--- config.mk ---
export PLATFORM = sky130hd
export DESIGN_NAME = shift_exec_stage
export DESIGN_NICKNAME = d
export VERILOG_FILES = /design/src/rtl/shift_pkg.sv /design/src/rtl/barrel_shifter_right_32b.sv /design/src/rtl/shift_exec_stage.sv
export SDC_FILE = /design/constraint.sdc
export NUM_CORES = 1
export LEC_CHECK = 0
export BUFFER_PORTS_ARGS = -buffer_cell sky130_fd_sc_hd__buf_2
export CORE_MARGIN = 2
export CORE_UTILIZATION = 50
export CTS_BUF_LIST = sky130_fd_sc_hd__clkbuf_16
export DETAILED_ROUTE_END_ITERATION = 16
export PLACE_DENSITY_LB_ADDON = 0.2
export SYNTH_ARGS = -nofsm -noshare
export SYNTH_HDL_FRONTEND = slang
export SYNTH_HIERARCHICAL = 1
export SYNTH_SLANG_ARGS = --single-unit
--- constraint.sdc ---
create_clock -name clk_i -period 8.39 [get_ports clk_i]
set_input_delay 0.839 -clock clk_i [delete_from_list [all_inputs] [get_ports clk_i]]
set_output_delay 0.839 -clock clk_i [all_outputs]
set_load 0.005 [all_outputs]
--- src/rtl/shift_pkg.sv ---
// Shared types and constants for the RV32I shift execute stage.
// Also used by shift_exec_stage, whose optional SHIFT_EXEC_STATS_EN macro
// adds a completed-transfer counter.
package shift_pkg;

    localparam int SHIFT_XLEN = 32;
    // Width of the tag field carried in stage_t; RD_W must not exceed it.
    localparam int RD_FIELD_W = 16;

    localparam logic [2:0] F3_SLL = 3'b001;
    localparam logic [2:0] F3_SR  = 3'b101;

    typedef enum logic [1:0] {
        SH_SLL,
        SH_SRL,
        SH_SRA
    } shift_op_e;

    typedef struct packed {
        logic [SHIFT_XLEN-1:0] result;
        logic [RD_FIELD_W-1:0] rd;
        logic                  illegal;
    } stage_t;

    // funct7[5] only distinguishes SRA from SRL; it is ignored for SLL.
    function automatic shift_op_e decode_op(input logic [2:0] funct3, input logic funct7b5);
        if (funct3 == F3_SR) begin
            return funct7b5 ? SH_SRA : SH_SRL;
        end
        return SH_SLL;
    endfunction

    function automatic logic is_illegal(input logic [2:0] funct3);
        return !((funct3 == F3_SLL) || (funct3 == F3_SR));
    endfunction

endpackage

--- src/rtl/barrel_shifter_right_32b.sv ---
// 32-bit logarithmic barrel shifter. Left shifts reuse the right-shift
// network by bit-reversing the operand before and the result after.
module barrel_shifter_right_32b (
    input  logic [31:0] inp,
    input  logic [4:0]  cntrl,
    input  logic        right,
    input  logic        arith,
    output logic [31:0] out
);

    logic [31:0] lvl [0:5];
    logic        fill;

    function automatic logic [31:0] bit_rev(input logic [31:0] v);
        logic [31:0] r;
        r = '0;
        for (int i = 0; i < 32; i++) begin
            r[i] = v[31-i];
        end
        return r;
    endfunction

    // Orient the operand and pick the fill bit (sign only for arithmetic right).
    always_comb begin
        lvl[0] = right ? inp : bit_rev(inp);
        fill   = arith & right & inp[31];
    end

    genvar k;
    generate
        for (k = 0; k < 5; k++) begin : g_lvl
            // Level k shifts right by 2**k when cntrl[k] is set.
            always_comb begin
                lvl[k+1] = cntrl[k] ? {{(1 << k){fill}}, lvl[k][31:(1 << k)]} : lvl[k];
            end
        end
    endgenerate

    // Undo the bit reversal for left shifts.
    always_comb begin
        out = right ? lvl[5] : bit_rev(lvl[5]);
    end

endmodule

--- src/rtl/shift_exec_stage.sv ---
// Two-stage RV32I shift execute stage: operand register -> barrel shifter ->
// result register, valid/ready on both sides, with flush.
// Optional macro SHIFT_EXEC_STATS_EN adds stat_count_o (completed transfers).
module shift_exec_stage
    import shift_pkg::*;
#(
    parameter int XLEN = 32,
    parameter int RD_W = 5
) (
    input  logic            clk_i,
    input  logic            rstn_i,
    input  logic            flush_i,
    input  logic            in_valid_i,
    output logic            in_ready_o,
    input  logic [2:0]      in_funct3_i,
    input  logic            in_funct7b5_i,
    input  logic            in_use_imm_i,
    input  logic [XLEN-1:0] in_rs1_i,
    input  logic [XLEN-1:0] in_rs2_i,
    input  logic [4:0]      in_imm_shamt_i,
    input  logic [RD_W-1:0] in_rd_i,
    output logic            out_valid_o,
    input  logic            out_ready_i,
    output logic [XLEN-1:0] out_result_o,
    output logic [RD_W-1:0] out_rd_o,
    output logic            out_illegal_o
`ifdef SHIFT_EXEC_STATS_EN
    ,
    output logic [31:0]     stat_count_o
`endif
);

    generate
        if (XLEN != SHIFT_XLEN) begin : g_bad_xlen
            $error("shift_exec_stage: only XLEN=32 is supported");
        end
        if (RD_W < 1 || RD_W > RD_FIELD_W) begin : g_bad_rd_w
            $error("shift_exec_stage: RD_W out of range");
        end
    endgenerate

    logic            vld_p1;
    logic [31:0]     inp_p1;
    logic [4:0]      cntrl_p1;
    shift_op_e       op_p1;
    logic            illegal_p1;
    logic [RD_W-1:0] rd_p1;

    logic            vld_p2;
    stage_t          out_p2;

    logic            accept;
    logic            load_p2;
    logic [31:0]     shifted;
    logic            unused_bits;

    assign in_ready_o = !vld_p1 || !vld_p2 || out_ready_i;
    // Flush discards an op offered in the same cycle, even if ready is high.
    assign accept     = in_valid_i && in_ready_o && !flush_i;
    assign load_p2    = vld_p1 && (!vld_p2 || out_ready_i);

    assign unused_bits = ^{in_rs2_i[XLEN-1:5], out_p2.rd};

    // ---- stage 1: operand register ----

    // Stage-1 occupancy: flush wins, then accept, then hand-off to stage 2.
    always_ff @(posedge clk_i or negedge rstn_i) begin
        if (!rstn_i) begin
            vld_p1 <= 1'b0;
        end else if (flush_i) begin
            vld_p1 <= 1'b0;
        end else if (accept) begin
            vld_p1 <= 1'b1;
        end else if (load_p2) begin
            vld_p1 <= 1'b0;
        end
    end

    // Capture decoded operands on every accepted op.
    always_ff @(posedge clk_i) begin
        if (accept) begin
            inp_p1     <= in_rs1_i[31:0];
            cntrl_p1   <= in_use_imm_i ? in_imm_shamt_i : in_rs2_i[4:0];
            op_p1      <= decode_op(in_funct3_i, in_funct7b5_i);
            illegal_p1 <= is_illegal(in_funct3_i);
            rd_p1      <= in_rd_i;
        end
    end

    barrel_shifter_right_32b u_shifter (
        .inp   (inp_p1),
        .cntrl (cntrl_p1),
        .right (op_p1 != SH_SLL),
        .arith (op_p1 == SH_SRA),
        .out   (shifted)
    );

    // ---- stage 2: result register ----

    // Output valid and payload; payload only moves when stage 1 hands off.
    always_ff @(posedge clk_i or negedge rstn_i) begin
        if (!rstn_i) begin
            vld_p2 <= 1'b0;
            out_p2 <= '0;
        end else begin
            if (flush_i) begin
                vld_p2 <= 1'b0;
            end else if (load_p2) begin
                vld_p2 <= 1'b1;
            end else if (out_ready_i) begin
                vld_p2 <= 1'b0;
            end
            if (load_p2 && !flush_i) begin
                out_p2.result  <= illegal_p1 ? 32'd0 : shifted;
                out_p2.rd      <= RD_FIELD_W'(rd_p1);
                out_p2.illegal <= illegal_p1;
            end
        end
    end

    assign out_valid_o   = vld_p2;
    assign out_result_o  = out_p2.result;
    assign out_rd_o      = out_p2.rd[RD_W-1:0];
    assign out_illegal_o = out_p2.illegal;

`ifdef SHIFT_EXEC_STATS_EN
    logic [31:0] stat_cnt;

    // Count every completed output handshake; flush does not clear it.
    always_ff @(posedge clk_i or negedge rstn_i) begin
        if (!rstn_i) begin
            stat_cnt <= 32'd0;
        end else if (vld_p2 && out_ready_i) begin
            stat_cnt <= stat_cnt + 32'd1;
        end
    end

    assign stat_count_o = stat_cnt;
`endif

endmodule

==> metrics, run 1 <==
Synth area leaders=edfxtp_1 (19%), dfrtp_1 (14%), mux4_2 (9.1%); Setup WS pre-CTS=4310 ps; delay-heaviest family, CP=multiplexers; Area growth syn-to-layout=8.46%; first-pass GRT wire length=30600 microns; worst vdd ir=0.106 mV; latest clock arrival within the worst-skew pair=360 ps; Final Instance Area=7780 sq um; clock network power share=34.0%; die area=15300 sq um; worst r2r src=cntrl_p1[0]; Worst slew margin=~31%; clk buf depth=2; Via density=roughly 6.5; crit end category=flop; CTS sink count=85; slew at the pin closest to its max-slew limit=1040 ps; crit path DAT=around 4400 ps; register area share after synthesis=roughly 33%; Cells after Synth=659; via count=5884; max incr delay on CP=approximately 880 ps; Reg power frac=between 40 and 50%; grt ovf=0; WL met3=1760 microns; post-synthesis net count=roughly 740; Final Hold Viols=0; Iter 0 DRT Violations=636; Fill cells=about 1200; placed cell area=7460 sq um; Worst Hold Endpoint=out_rd_o[1]; WHS Path Cells=1; Synth area leader=edfxtp_1; Startpoint Class=flop; Sw Share=30.2%; Mapped Area=7170 sq um; final worst setup slack=4250 ps; RSZ-0062 raised after global routing=no; most common cell in the netlist=mux2i_1; CTS hold repair buffers=0; skew final=6.97 ps; Max Fclk=242 MHz; Final Max Slew Viols=0; Yosys warning total=6; gr usage total=26.8%; WL final=20200 microns; overall power=1.24 mW; internal power=867 uW; peak fanout along the critical path=74; largest net degree at the start of global routing=76; Routed wire per std cell=~22 microns; Max-Cap Viols=0; FF-to-FF path depth=9; final setup fails=0; top-area cell type share of the netlist area=18.8%; worst min-delay path class=reg2reg; Placer Congestion=roughly 0.97; FF/Latch Area=2350 sq um; Core Region=13900 sq um; die width=between 100 and 150 microns; Initial Util=51.5%; critical-path cell list=buf_4 > mux4_2 > mux2i_1 > mux2i_1 > a221oi_2 > o211ai_1 > mux2_2 > nor2b_1 > mux2_4; CTS tree=yes; Yosys reg bits=85; multi-input combinational cell area=4330 sq um; Post-synth top cells=mux2i_1 (55), edfxtp_1 (45), nand2_1 (41), dfrtp_1 (40); Nets=800; vias in the first global route=5331; synthesized area per cell=10.9 sq um; number of synthesized flops with an enable pin=45; Min-Delay Startpoint=rd_p1[1]; CTS buffer count=9; R2R Setup Slk=4250 ps; # IOs=124; Final HPWL DP=roughly 15000 microns; Comb pwr share=24.6%; Crit-path slowest cell=buf_4; FFs w/ async S/R, synth=47.1%; layout cell share with drive strength beyond 1=about a third; Resized cells post-CTS=0; antenna cells=0; CTS root buf=clkbuf_16; crit share post-route=49.4%; initial antenna violation count=0; fin crit period=between 4000 and 5000 ps; unique cell type count in the Yosys netlist=85; CTS HTree Levels=3; first-pass detailed-route iteration total=6; DRC=0; Worst Path Required=8630 ps; NetSw=approximately 380 uW; clk slew on worst S/H paths=70 ps; worst r2r dst=out_result_o[25]; leak pwr=between 3 and 4 nW; Row Count=between 40 and 50; run status=complete, no violations; critical path class=reg2reg; setup TNS=0 ps; Power per Cell Area=around 160 nW/um^2; met1 WL=8550 microns; Die Ht=approximately 120 microns; worst hold slack=489 ps; uppermost layer routed=met4; CP dominant cell by count=mux2i_1; crit path buf inv count=1; met2 routed WL=9210 microns; post-route ant nets=0; Port Buffers=96; post-CTS setup buffers=0; primary flip-flop cell chosen by synthesis mapping=edfxtp_1
## power groups by stage
stage,combinational [mW],clock [mW],sequential (mW)
after floorplan,0.213,0,0.515
after global placement,0.298,0,0.519
after detailed placement,0.301,0,0.523
after CTS,0.302,0.433,0.514
after global routing,0.329,0.455,0.520
final,0.306,0.423,0.514
## through the flow
| stage | utilization (%) | instances |
|---|---|---|
| floorplan | - | 659 |
| global placement | 53.5 | 885 |
| detailed placement | 53.5 | 885 |
| CTS | 55.8 | 901 |
| global route | 55.8 | 901 |
| finish | 55.8 | 901 |
## metal layers
metal / track usage, % / up-vias
met1: 38.3 / 2831
met4: 10.6 / 0
met2: 40.1 / 329
met5: 0 / -
li1: - / 2679
met3: 5.08 / 45
## kinds of logic after synthesis
logic type / Yosys count / synth area share [%]
AOI/OAI and AO/OA: 156 / 15.6
xor gates and xnor gates: 1 / 0.122
buffers and inverters: 62 / 6.81
DFF: 85 / 32.8
muxes: 154 / 29.6
and+or+nand+nor: 201 / 15.0
## state kept, by name, summed over array words and instances (netlist names)
name           cells
rd_p1              5
out_valid_o        1
out_illegal_o      1
vld_p1             1
op_p1              2
out_rd_o           5
out_result_o      32
cntrl_p1           5
illegal_p1         1
inp_p1            32
## worst max path at each step
stage                      from                to  slack [ps]  cells past startpoint
finish              cntrl_p1[0]  out_result_o[25]        4250                      9
global route        cntrl_p1[0]  out_result_o[25]        4000                      9
CTS                 cntrl_p1[0]  out_result_o[31]        4300                      9
detailed placement  cntrl_p1[0]  out_result_o[31]        4310                      9
global placement    cntrl_p1[0]  out_result_o[31]        4340                      9
floorplan              op_p1[1]  out_result_o[25]        5550                     12
## worst register-to-register path: cells and delay by family, from the launching register on
family	cells	cell delay (ps)
mux	5	1780
buf+inv	1	880
flops	1	640
compound gates	2	570
simple gates	1	140
## cells in the final DEF (no fill, tap or decap), types with 7 or more instances in the layout
master	instances
nand3_1	18
mux2_4	24
o22ai_1	12
o21ai_0	19
clkbuf_16	9
and2b_1	7
nand2b_1	9
buf_2	96
nor2_1	38
mux2_2	38
a21oi_1	22
nor3_1	12
a22oi_1	13
buf_4	7
dfrtp_1	40
o21ai_1	7
mux2i_1	55
nand2_1	41
nor2b_1	38
edfxtp_1	45
a211oi_1	7
mux4_2	29
## area by class of cell
class	count	area share, %
inverter	5	0.241
clock buffer	9	2.90
timing repair buffer	103	6.85
tap	180	2.90
multi-input combinational	512	55.7
sequential	85	30.2
clock inverter	7	1.17
No activity file was read; power rests on OpenSTA's default activity.
==> inputs of run 2 (changes only) <==
==> constraint.sdc (replaced) <==
create_clock -name clk_i -period 3.8 [get_ports clk_i]
set_input_delay 0.38 -clock clk_i [delete_from_list [all_inputs] [get_ports clk_i]]
set_output_delay 0.38 -clock clk_i [all_outputs]
set_load 0.005 [all_outputs]
==> run 2 against run 1 <==
Effect of this change:
- global-route usage up 2.2 points
- sequential cell count unchanged
- highest routed layer unchanged
- via count up 3.0%
- maximum frequency up 21%
- critical endpoint is now out_result_o[31]
- final cell count up 2.9%
- total power up 120%
==> metrics, run 2 (same netlist as run 1, synthesis figures left out) <==
run status=complete, no violations; final worst setup slack=371 ps (-3880 ps); layout cell share with drive strength beyond 1=33.9% (+2.2 points); Max-Cap Viols=0 (unchanged); Row Count=43 (unchanged); Final Hold Viols=0 (unchanged); RSZ-0062 raised after global routing=no; Initial Util=51.5% (unchanged); CTS sink count=85 (unchanged); latest clock arrival within the worst-skew pair=360 ps (about the same); fin crit period=3430 ps (-712 ps); most common cell after layout, fill and taps aside=buf_2; critical path class=reg2reg; worst min-delay path class=in2async; max incr delay on CP=960 ps (+80 ps); Final Max Slew Viols=0 (unchanged); Nets=826 (+3.3%); Final Instance Area=7960 sq um (+2.4%); Via density=6.54 (+0.15%); Die Ht=124 microns (unchanged); Startpoint Class=flop; # IOs=124 (unchanged); delay-heaviest family, CP=multiplexers; Core Region=13900 sq um (unchanged); placed cell area=7680 sq um (+3.0%); DRC=0 (unchanged); slew at the pin closest to its max-slew limit=1010 ps (-26.5 ps); Worst slew margin=32.4% (+1.8 points); Resized cells post-CTS=0 (unchanged); worst vdd ir=0.241 mV (+130%); Area growth syn-to-layout=11.0%; clk buf depth=2 (unchanged); skew final=7.65 ps (+0.681 ps); Fill cells=1207 (-2.3%); critical-path cell list=buf_4 > mux4_2 > mux2i_1 > nor3_1 > nor4_1 > buf_4 > and3_1 > a21oi_1 > nor2b_1 > mux2_2; final setup fails=0 (unchanged); Final HPWL DP=16300 microns (+11%); vias in the first global route=5678 (+6.5%); Port Buffers=96 (unchanged); clk slew on worst S/H paths=70 ps (about the same); first-pass GRT wire length=32800 microns (+7.3%); antenna cells=0 (unchanged); gr usage total=29.0% (+2.2 points); die area=15300 sq um (unchanged); Power per Cell Area=338 nW/um^2 (+110%); WL final=21600 microns (+6.9%); largest net degree at the start of global routing=47 (-38%); multi-input combinational cell area=4330 sq um (unchanged); crit path DAT=3670 ps (-710 ps); FF/Latch Area=2350 sq um (unchanged); setup TNS=0 ps (unchanged); CTS hold repair buffers=0 (unchanged); Placer Congestion=1.02 (+5.4%); CTS buffer count=9 (unchanged); Iter 0 DRT Violations=489 (-23%); post-CTS setup buffers=0 (unchanged); CTS root buf=clkbuf_16; Setup WS pre-CTS=405 ps (-3900 ps); via count=6063 (+3.0%); post-route ant nets=0 (unchanged); peak fanout along the critical path=20 (-73%); Routed wire per std cell=23.3 microns (+3.9%); Max Fclk=292 MHz (+21%); crit share post-route=90.2% (+41 points); leak pwr=3.32 nW (+3.7%); CTS HTree Levels=3 (unchanged); CTS tree=yes; crit end category=flop; initial antenna violation count=0 (unchanged); commonest cells after routing, fill and taps aside=buf_2 (96), mux2i_1 (55), edfxtp_1 (45); CP dominant cell by count=buf_4; crit path buf inv count=2 (+1); Worst Path Required=4040 ps (-4590 ps); Crit-path slowest cell=edfxtp_1; first-pass detailed-route iteration total=5 (-1); grt ovf=0 (unchanged); die width=124 microns (unchanged)
## run 2: final cells by class
| class | instances | area share [%] |
|---|---|---|
| Clock buffer | 9 | 2.83 |
| Clock inverter | 7 | 0.692 |
| Inverter | 5 | 0.236 |
| Multi-Input combinational cell | 512 | 54.4 |
| Sequential cell | 85 | 29.6 |
| Tap cell | 180 | 2.83 |
| Timing Repair Buffer | 129 | 9.46 |
## run 2: worst paths after layout
| kind | start | endpoint | slack [ps] | depth (start not counted) |
|---|---|---|---|---|
| worst max-delay path | cntrl_p1[2] | out_result_o[31] | 370 | 10 |
| worst min-delay path | rstn_i | out_result_o[15] | 140 | 1 |
| worst max register to register | cntrl_p1[2] | out_result_o[31] | 370 | 10 |
| worst min register to register | rd_p1[1] | out_rd_o[1] | 480 | 1 |
| max in group asynchronous | rstn_i | out_result_o[31] | 3100 | 1 |
| min in group clk_i | in_rd_i[4] | rd_p1[4] | 190 | 1 |
## run 2: report_power, final
part / switching [mW] / internal, mW / total [mW]
sequential: 0.0789 / 1.06 / 1.14
combinational: 0.356 / 0.347 / 0.703
clock: 0.396 / 0.451 / 0.848
total: 0.831 / 1.86 / 2.69
## run 2: metal layers
layer  up-vias  global-route usage [%]  routed length (microns)
li1       2723                       -                        -
met1      2967                    41.0                     9160
met2       329                    43.7                     9830
met3        44                    5.40                     1800
met4         0                    12.6                      774
met5         -                       0                        0
## run 2: per-stage QoR
stage | utilization (%) | power (mW) | cells | hold slack [ps]
after floorplan | - | 1.61 | 659 | 84.4
after global placement | 55.1 | 1.84 | 911 | 457
after detailed placement | 55.1 | 1.85 | 911 | 474
after CTS | 57.1 | 2.70 | 927 | 183
after global routing | 57.1 | 2.81 | 927 | 192
final | 57.1 | 2.69 | 927 | 141
==> inputs of run 3 (changes only) <==
--- a/config.mk
+++ b/config.mk
@@ -5,6 +5,7 @@
 export SDC_FILE = /design/constraint.sdc
 export NUM_CORES = 1
 export LEC_CHECK = 0
+export ABC_AREA = 1
 export BUFFER_PORTS_ARGS = -buffer_cell sky130_fd_sc_hd__buf_2
 export CORE_MARGIN = 2
 export CORE_UTILIZATION = 50
==> run 3 against run 2 <==
Effect of this change:
- clock power up 2%
- sequential power is 4% lower
- worst hold slack barely moved
- final cell count rose by 17%
- non-clock buffer count is 24 lower
- routed wire length down 34%
- sequential share of layout area up 6.4 points
- total power decreased by 9.0%
- cell area is 18% lower
- synthesized cell count rose by 33%
- utilization is 0.22 points higher
- register-to-register slack better by 710 ps
==> metrics, run 3 <==
top-area cell type share of the netlist area=27.6% (+8.8 points); R2R Setup Slk=1080 ps (+710 ps); FF-to-FF path depth=16 (+6); Row Count=39 (-9.3%); overall power=2.45 mW (-9.0%); worst vdd ir=0.512 mV (+110%); commonest cells after routing, fill and taps aside=nand3_1 (323), nand2_1 (311), buf_2 (96); Final Max Slew Viols=0 (unchanged); Area growth syn-to-layout=11.9%; grt ovf=0 (unchanged); final worst setup slack=1080 ps (+714 ps); Core Region=11400 sq um (-18%); gr usage total=24.1% (-5.0 points); Yosys reg bits=85 (unchanged); Worst Path Required=4090 ps (+50 ps); Die Ht=112 microns (-9.3%); setup TNS=0 ps (unchanged); clk slew on worst S/H paths=60 ps (about the same); # IOs=124 (unchanged); DRC=0 (unchanged); Fill cells=1201 (-0.50%); via count=5881 (-3.0%); latest clock arrival within the worst-skew pair=350 ps (about the same); die width=112 microns (-9.3%); skew final=7.19 ps (-0.454 ps); Final Instance Area=6550 sq um (-18%); register area share after synthesis=40.2% (+7.4 points); Placer Congestion=0.960 (-5.6%); Nets=1017 (+23%); fin crit period=2720 ps (-714 ps); Post-synth top cells=nand3_1 (323), nand2_1 (311), inv_1 (47), edfxtp_1 (45), dfrtp_1 (40); run status=complete, no violations; Initial Util=51.3% (-0.19 points); placed cell area=6250 sq um (-19%); max incr delay on CP=400 ps (-560 ps); Resized cells post-CTS=0 (unchanged); Setup WS pre-CTS=1130 ps (+721 ps); Routed wire per std cell=13.1 microns (-44%); initial antenna violation count=0 (unchanged); worst min-delay path class=in2async; multi-input combinational cell area=2980 sq um (-31%); Mapped Area=5850 sq um (-18%); CTS buffer count=9 (unchanged); Worst slew margin=32.2% (-0.21 points); peak fanout along the critical path=33 (+65%); layout cell share with drive strength beyond 1=13.4% (-20 points); Crit-path slowest cell=inv_2; Final Hold Viols=0 (unchanged); largest net degree at the start of global routing=66 (+40%); post-CTS setup buffers=0 (unchanged); CTS sink count=85 (unchanged); most common cell after layout, fill and taps aside=nand3_1; CTS HTree Levels=3 (unchanged); Synth area leader=nand3_1; crit path from=op_p1[1]; post-route ant nets=0 (unchanged); die area=12600 sq um (-18%); vias in the first global route=5229 (-7.9%); antenna cells=0 (unchanged); Startpoint Class=flop; Max-Cap Viols=0 (unchanged); CTS tree=yes; Cells after Synth=879 (+33%); Power per Cell Area=374 nW/um^2 (+11%); worst r2r dst=out_result_o[4]; CP dominant cell by count=nand2_1; worst r2r src=op_p1[1]; Synth area leaders=nand3_1 (28%), edfxtp_1 (23%), nand2_1 (20%); FF/Latch Area=2350 sq um (unchanged); Core Util, Final=57.3% (+0.22 points); WL final=14100 microns (-34%); most common cell in the netlist=nand3_1; synthesized area per cell=6.66 sq um (-39%); Max Fclk=368 MHz (+26%); Iter 0 DRT Violations=577 (+18%); leak pwr=3.49 nW (+5.2%); Port Buffers=96 (unchanged); final setup fails=0 (unchanged); crit share post-route=71.5% (-19 points); FFs w/ async S/R, synth=47.1% (unchanged); first-pass GRT wire length=24800 microns (-24%); unique cell type count in the Yosys netlist=17 (-80%); Via density=5.44 (-17%); first-pass detailed-route iteration total=5 (unchanged); RSZ-0062 raised after global routing=no; post-synthesis net count=963 (+30%); primary flip-flop cell chosen by synthesis mapping=edfxtp_1; critical-path cell list=or2_2 > inv_2 > nand2_1 > nand3_1 > nand3_1 > nand3_1 > nand3_1 > nand2_1 > nand2_1 > nand2_1 > nand2_1 > nand2_1 > inv_1 > nor2_1 > nand3_1 > nand2_1; crit path DAT=3000 ps (-670 ps); CTS hold repair buffers=0 (unchanged); Yosys warning total=6 (unchanged); number of synthesized flops with an enable pin=45 (unchanged); slew at the pin closest to its max-slew limit=1020 ps (+3.22 ps); crit end category=flop; Final HPWL DP=10400 microns (-36%); clk buf depth=2 (unchanged); CTS root buf=clkbuf_16; critical path class=reg2reg
[run 3: layout make-up]
type	instances	share of cell area [%]
multi-input cells	681	45.6
well taps	143	2.73
clock inverters	7	1.03
flip-flops and latches	85	35.9
inverters	51	2.92
clock buffers	9	3.44
repair buffers	105	8.37
[run 3: layer usage]
metal | part of all wire, % | track usage, %
met2 | 45 | 36.5
met4 | 2.4 | 8.46
met3 | 5.3 | 4.59
met5 | 0 | 0
met1 | 47 | 34.7
[run 3: critical path, delay by kind of cell (launching register included)]
| kind | cells | cell delay [ps] |
|---|---|---|
| buffers and inverters | 2 | 440 |
| flip-flops | 1 | 370 |
| AND/OR/NAND/NOR | 14 | 1840 |
[run 3: through the flow]
| stage | std cells | hold slack, ps |
|---|---|---|
| final | 1081 | 141 |
| after global routing | 1081 | 191 |
| after CTS | 1081 | 166 |
| after detailed placement | 1065 | 454 |
| after global placement | 1065 | 450 |
| after floorplan | 879 | 84.4 |
[run 3: worst max-delay path by stage]
stage | to | depth (start not counted) | slack [ps]
after floorplan | cntrl_p1[0] | 3 | 1620
after global placement | out_result_o[4] | 16 | 1130
after detailed placement | out_result_o[28] | 18 | 1130
after CTS | out_result_o[28] | 18 | 1110
after global routing | out_result_o[1] | 18 | 640
final | out_result_o[4] | 16 | 1080
[run 3: cells by family (layout without fill, tap and decap cells)]
family | count (synthesis) | in the layout | synth area share [%]
AO/OA/AOI/OAI | 8 | 8 | 0.727
AND/OR/NAND/NOR | 673 | 673 | 50.2
flip-flops | 85 | 85 | 40.2
buffers and inverters | 113 | 172 | 8.85
[run 3: where the power goes]
part	internal (mW)	switching [mW]	total, mW	leakage [nW]
sequential	1.05	0.0387	1.09	0.956
clock	0.505	0.356	0.861	0.145
combinational	0.181	0.320	0.502	2.39
total	1.74	0.714	2.45	3.49
